[config.mk]
export PLATFORM = sky130hd
export DESIGN_NAME = add_round_key
export DESIGN_NICKNAME = d
export VERILOG_FILES = /design/src/rtl/aes_pkg.sv /design/src/rtl/key_expand_step.sv /design/src/rtl/s_box.sv /design/src/rtl/add_round_key.sv
export SDC_FILE = /design/constraint.sdc
export NUM_CORES = 2
export LEC_CHECK = 0
export BUFFER_PORTS_ARGS = -buffer_cell sky130_fd_sc_hd__buf_2
export CORE_MARGIN = 5
export CORE_UTILIZATION = 30
export CTS_CLUSTER_DIAMETER = 30
export DETAILED_ROUTE_END_ITERATION = 8
export PLACE_DENSITY = 0.51
export SLEW_MARGIN = 20
export SYNTH_ARGS = -nofsm -noshare
export SYNTH_HDL_FRONTEND = slang
export SYNTH_SLANG_ARGS = --single-unit
[constraint.sdc]
create_clock -name clk -period 24.7 [get_ports clk]
set_input_delay 2.47 -clock clk [delete_from_list [all_inputs] [get_ports clk]]
set_output_delay 2.47 -clock clk [all_outputs]
set_load 0.005 [all_outputs]
[src/rtl/aes_pkg.sv]
// ============================================================================
// Module : aes_pkg
// Brief  : Shared AES-128 types, round constants and S-box arithmetic.
// Rev    : 1.0  initial release
// ============================================================================
`default_nettype none

package aes_pkg;

   localparam int AES_NR = 10;

   typedef logic [127:0] aes_block_t;
   typedef logic [31:0]  aes_word_t;

   localparam logic [7:0] AES_RCON [1:10] = '{
      8'h01, 8'h02, 8'h04, 8'h08, 8'h10, 8'h20, 8'h40, 8'h80, 8'h1b, 8'h36
   };

   function automatic logic [7:0] gf_mul(input logic [7:0] a, input logic [7:0] b);
      logic [7:0] p;
      logic [7:0] x;
      p = 8'h00;
      x = a;
      for (int i = 0; i < 8; i++) begin
         if (b[i]) p = p ^ x;
         x = {x[6:0], 1'b0} ^ (x[7] ? 8'h1b : 8'h00);
      end
      return p;
   endfunction

   // Multiplicative inverse as a^254; maps 0 to 0 as the S-box requires.
   function automatic logic [7:0] gf_inv(input logic [7:0] a);
      logic [7:0] r;
      logic [7:0] p;
      logic [7:0] e;
      r = 8'h01;
      p = a;
      e = 8'hfe;
      for (int i = 0; i < 8; i++) begin
         if (e[i]) r = gf_mul(r, p);
         p = gf_mul(p, p);
      end
      return r;
   endfunction

   function automatic logic [7:0] sbox_calc(input logic [7:0] a);
      logic [7:0] b;
      b = gf_inv(a);
      return b ^ {b[6:0], b[7]} ^ {b[5:0], b[7:6]} ^ {b[4:0], b[7:5]}
               ^ {b[3:0], b[7:4]} ^ 8'h63;
   endfunction

endpackage

`default_nettype wire

[src/rtl/key_expand_step.sv]
// ============================================================================
// Module : key_expand_step
// Brief  : Combinational AES-128 key schedule step: round key K -> next key.
// Rev    : 1.0  initial release
// ============================================================================
`default_nettype none

module key_expand_step
   import aes_pkg::*;
(
   input  aes_block_t k,
   input  logic [7:0] rc,
   output aes_block_t next_k
);

   aes_word_t w_w0, w_w1, w_w2, w_w3;
   aes_word_t w_rot, w_sub, w_t;
   aes_word_t w_n0, w_n1, w_n2, w_n3;

   assign {w_w0, w_w1, w_w2, w_w3} = k;
   assign w_rot = {w_w3[23:0], w_w3[31:24]};

   generate
      for (genvar g = 0; g < 4; g++) begin : g_sub
         s_box u_sbox (
            .a (w_rot[8*g +: 8]),
            .y (w_sub[8*g +: 8])
         );
      end
   endgenerate

   assign w_t  = w_sub ^ {rc, 24'h000000};
   assign w_n0 = w_w0 ^ w_t;
   assign w_n1 = w_w1 ^ w_n0;
   assign w_n2 = w_w2 ^ w_n1;
   assign w_n3 = w_w3 ^ w_n2;
   assign next_k = {w_n0, w_n1, w_n2, w_n3};

endmodule

`default_nettype wire

[src/rtl/s_box.sv]
// ============================================================================
// Module : s_box
// Brief  : Combinational AES forward S-box for one byte.
// Rev    : 1.0  initial release
// ============================================================================
`default_nettype none

module s_box
   import aes_pkg::*;
(
   input  logic [7:0] a,
   output logic [7:0] y
);

   assign y = sbox_calc(a);

endmodule

`default_nettype wire

[src/rtl/add_round_key.sv]
// ============================================================================
// Module : add_round_key
// Brief  : AES-128 round-key addition with on-the-fly key expansion.
//          Option AES_KEY_ZEROIZE_EN: wipe the key after the round-10 accept.
// Rev    : 1.0  initial release
// ============================================================================
`default_nettype none

module add_round_key
   import aes_pkg::*;
#(
   parameter int NR = AES_NR
) (
   input  logic                         clk,
   input  logic                         rst_n,
   input  logic                         load_key,
   input  logic [127:0]                 key_in,
   input  logic                         in_valid,
   input  logic [127:0]                 state_in,
   output logic [127:0]                 out,
   output logic                         ark_ready,
   output logic [$clog2(NR+1)-1:0]      round_idx,
   output logic                         last_round,
   output logic                         done,
   output logic                         seq_err
);

   localparam int             RW     = $clog2(NR + 1);
   localparam logic [RW-1:0]  c_last = RW'(NR);
   localparam logic [RW-1:0]  c_one  = RW'(1);

   aes_block_t    r_rk;
   logic [RW-1:0] r_rcnt;
   logic          r_key_loaded;
   logic          r_done;

   aes_block_t    w_key;
   aes_block_t    w_next_rk;
   logic [RW-1:0] w_rcnt;
   logic [RW-1:0] w_rc_idx;
   logic [7:0]    w_rc;
   logic          w_accept;

   // A concurrent load_key behaves as if the new key were already latched.
   assign w_key    = load_key ? key_in : r_rk;
   assign w_rcnt   = load_key ? '0 : r_rcnt;
   assign w_accept = in_valid & (load_key | (r_key_loaded & ~r_done));
   assign w_rc_idx = (w_rcnt == c_last) ? c_last : w_rcnt + c_one;
   assign w_rc     = AES_RCON[w_rc_idx];

   key_expand_step u_step (
      .k      (w_key),
      .rc     (w_rc),
      .next_k (w_next_rk)
   );

   always_ff @(posedge clk) begin
      if (!rst_n) begin
         out          <= '0;
         ark_ready    <= 1'b0;
         round_idx    <= '0;
         last_round   <= 1'b0;
         done         <= 1'b0;
         seq_err      <= 1'b0;
         r_rk         <= '0;
         r_rcnt       <= '0;
         r_key_loaded <= 1'b0;
         r_done       <= 1'b0;
      end else begin
         out        <= w_accept ? (state_in ^ w_key) : '0;
         ark_ready  <= w_accept;
         last_round <= w_accept && (w_rcnt == c_last);
         if (w_accept) round_idx <= w_rcnt;

         if (load_key) begin
            r_rk         <= key_in;
            r_rcnt       <= '0;
            r_done       <= 1'b0;
            done         <= 1'b0;
            r_key_loaded <= 1'b1;
         end

         if (w_accept) begin
            if (w_rcnt == c_last) begin
               r_done <= 1'b1;
               done   <= 1'b1;
`ifdef AES_KEY_ZEROIZE_EN
               r_rk         <= '0;
               r_key_loaded <= 1'b0;
`endif
            end else begin
               r_rk   <= w_next_rk;
               r_rcnt <= w_rcnt + c_one;
            end
         end

         if (in_valid && !w_accept) seq_err <= 1'b1;
      end
   end

endmodule

`default_nettype wire

==> impl_metrics.csv <==
group,metric,value,unit
cts,clockBufferDepth,3,
cts,clk_pin_slew_worst_paths,40,ps
cts,hold_buffers,0,
place,portBuffers,395,
sta,worst_slew_pin_slew,1199,ps
floorplan,die-area,245300,um^2
cells_and_area,utilization,34.05,%
cells_and_area,mostFrequentLayoutCells,"xnor2_1 (1670), nor2_1 (1592), nand2_1 (784)",
floorplan,row_count,178,
sta,finalCritPeriodShare,87.74,%
routing,drt_iter0_markers,5599,
status,status,"completed",
setup_path,cp_max_fo,65,
setup_path,crit_path_frequent_cell,"xnor2_1",
yosys,synth_edf_count,0,
cts,cts_setup_buffers,0,
routing,wirelength,264.0,mm
sta,fmax,46.14,MHz
cells_and_area,layout_commonest_cell,"xnor2_1",
sta,hold_viol,0,
sta,drv_slew,0,
setup_path,start_kind,"input port",
cts,clock-root-buffer,"clkbuf_16",
setup_path,cp_data_required_time,25340,ps
cts,cts_resized,0,
cts,cts_inserted_buffers,90,
routing,firstDrtPassIters,7,
global_routing,grt_max_degree,90,
setup_path,worstSetupPathType,"input port to register",
place,place_congestion,0.9129,
setup_path,crit_path_end_kind,"register",
global_routing,grt_use_total,20.50,%
routing,ant_nets,0,
hold_path,hp-class,"register to register",
floorplan,core,234700,um^2
cts,clk_latency,770,ps
sta,layout_setup_ws,3028,ps
place,place_area,76560,um^2
sta,period_needed,21670,ps
floorplan,start_util,30.09,%
run,max-cap-violations,0,
yosys,syn_area,70640,um^2
yosys,yosys_register_bits,270,
place,dpl_worst_slack,2302,ps
setup_path,ff2ff_setup_slack,4970,ps
sta,fin_skew,101.7,ps
sta,rsz0062_at_grt,"false",
sta,fin_setup_tns,0,ps
yosys,syn_inst,9230,
routing,vias_per_cell,5.233,
setup_path,max_stage_delay,830,ps
place,dp_hpwl,200.3,mm
floorplan,ioPinCount,396,
floorplan,die_y,495.2,um
yosys,yosys_warnings,0,
setup_path,cp.arrival,22310,ps
cts,clock-sinks,270,
cts,cts_htree_levels,3,
yosys,synth_flop_cell,"dfxtp_1",
yosys,ys_seq_area_share,7.652,%
floorplan,die_w,495.2,um
cells_and_area,drive_gt1_share,13.34,%
setup_path,slowest_stage,"xnor2_1",
routing,num_vias,66430,
yosys,synth.avg_cell_area,7.653,um^2
yosys,synth_fp_nets,9514,
cells_and_area,areaGrowthSynthToFinish,13.16,%
cells_and_area,stdcell_area,79930,um^2
global_routing,first_global_vias,62940,
yosys,async_flop_share,0,%
routing,drc,0,
yosys,synth.distinct_cells,117,
sta,setup_violations,0,
global_routing,grt_pass1_wl,396.5,mm
routing,wl_per_cell,20.80,um
cells_and_area,final_nets,9684,
global_routing,grt-ovfl-total,0,
sta,slew_headroom,19.77,%
cts,tritoncts,"built",
global_routing,antenna_found_initial,57,
synthesized netlist by cell type (all sizes together) (66+ instances only):
cell	number	area [um^2]
dfxtp	270	5405
a21oi	476	2416
a31oi	66	419.2
o21ai	390	1956
nor3	200	1011
clkbuf	383	1438
xnor3	345	7797
nand3	192	965.9
o22ai	129	832.1
buf	215	1169
nor2	1599	6020
nand2	787	2957
a211oi	80	630.6
xnor2	1834	17290
nand2b	70	437.9
mux2i	362	3764
xor2	710	6523
inv	111	416.7
routing by layer:
layer | vias to the layer above | part of all wire (%) | track usage [%]
met5 | - | 0 | 0
met4 | 0 | 5.1 | 10.14
met3 | 389 | 5.1 | 2.157
met2 | 2192 | 47 | 33.88
met1 | 31980 | 43 | 26.61
li1 | 31870 | - | -
final cells by class:
class                      count  area, um^2
inverter                     119       451.7
timing repair buffer         677        4136
tap                         3150        3941
fill                       24790      154800
multi-input combinational   8242       62680
clock buffer                 116        2430
sequential                   270        5405
clock inverter                46       704.4
antenna                       74       185.2
path summary, 6_finish.rpt:
path,cells past startpoint,startpoint,endpoint
worst min-delay path,2,r_done,r_done
worst max register to register,58,r_rk[23],r_rk[24]
worst min register to register,2,r_done,r_done
worst max-delay path,59,load_key,r_rk[24]
sequential cells by signal, summed over array words and instances, names as in the netlist, 4 cells and up:
register and cells:
r_rk 128, out 128, r_rcnt 4, round_idx 4
cells by family after synthesis:
kind of cell / Yosys count / synth area share [%]
simple gates: 3153 / 18.96
xor+xnor: 2945 / 46.65
compound gates: 1688 / 15.47
buf+inv: 718 / 4.336
mux: 430 / 6.476
flops: 270 / 7.652
fa+ha+maj: 26 / 0.4535
critical path, delay by kind of cell:
kind | cells | cell delay, ps
AOI/OAI and AO/OA | 24 | 6900
xor gates and xnor gates | 17 | 6540
buffers and inverters | 7 | 2370
adders and majority gates | 4 | 1890
and+or+nand+nor | 6 | 1380
muxes | 1 | 600
through the flow:
step / std cells / hold slack, ps
final: 12690 / 438.7
after global routing: 12690 / 465.5
after CTS: 12620 / 443.3
after detailed placement: 12460 / 435.6
after global placement: 12460 / 431.5
after floorplan: 9230 / 422.5
Power is not shown: default switching activity piles up to over one toggle a cycle in this logic, so the estimate is an artifact.
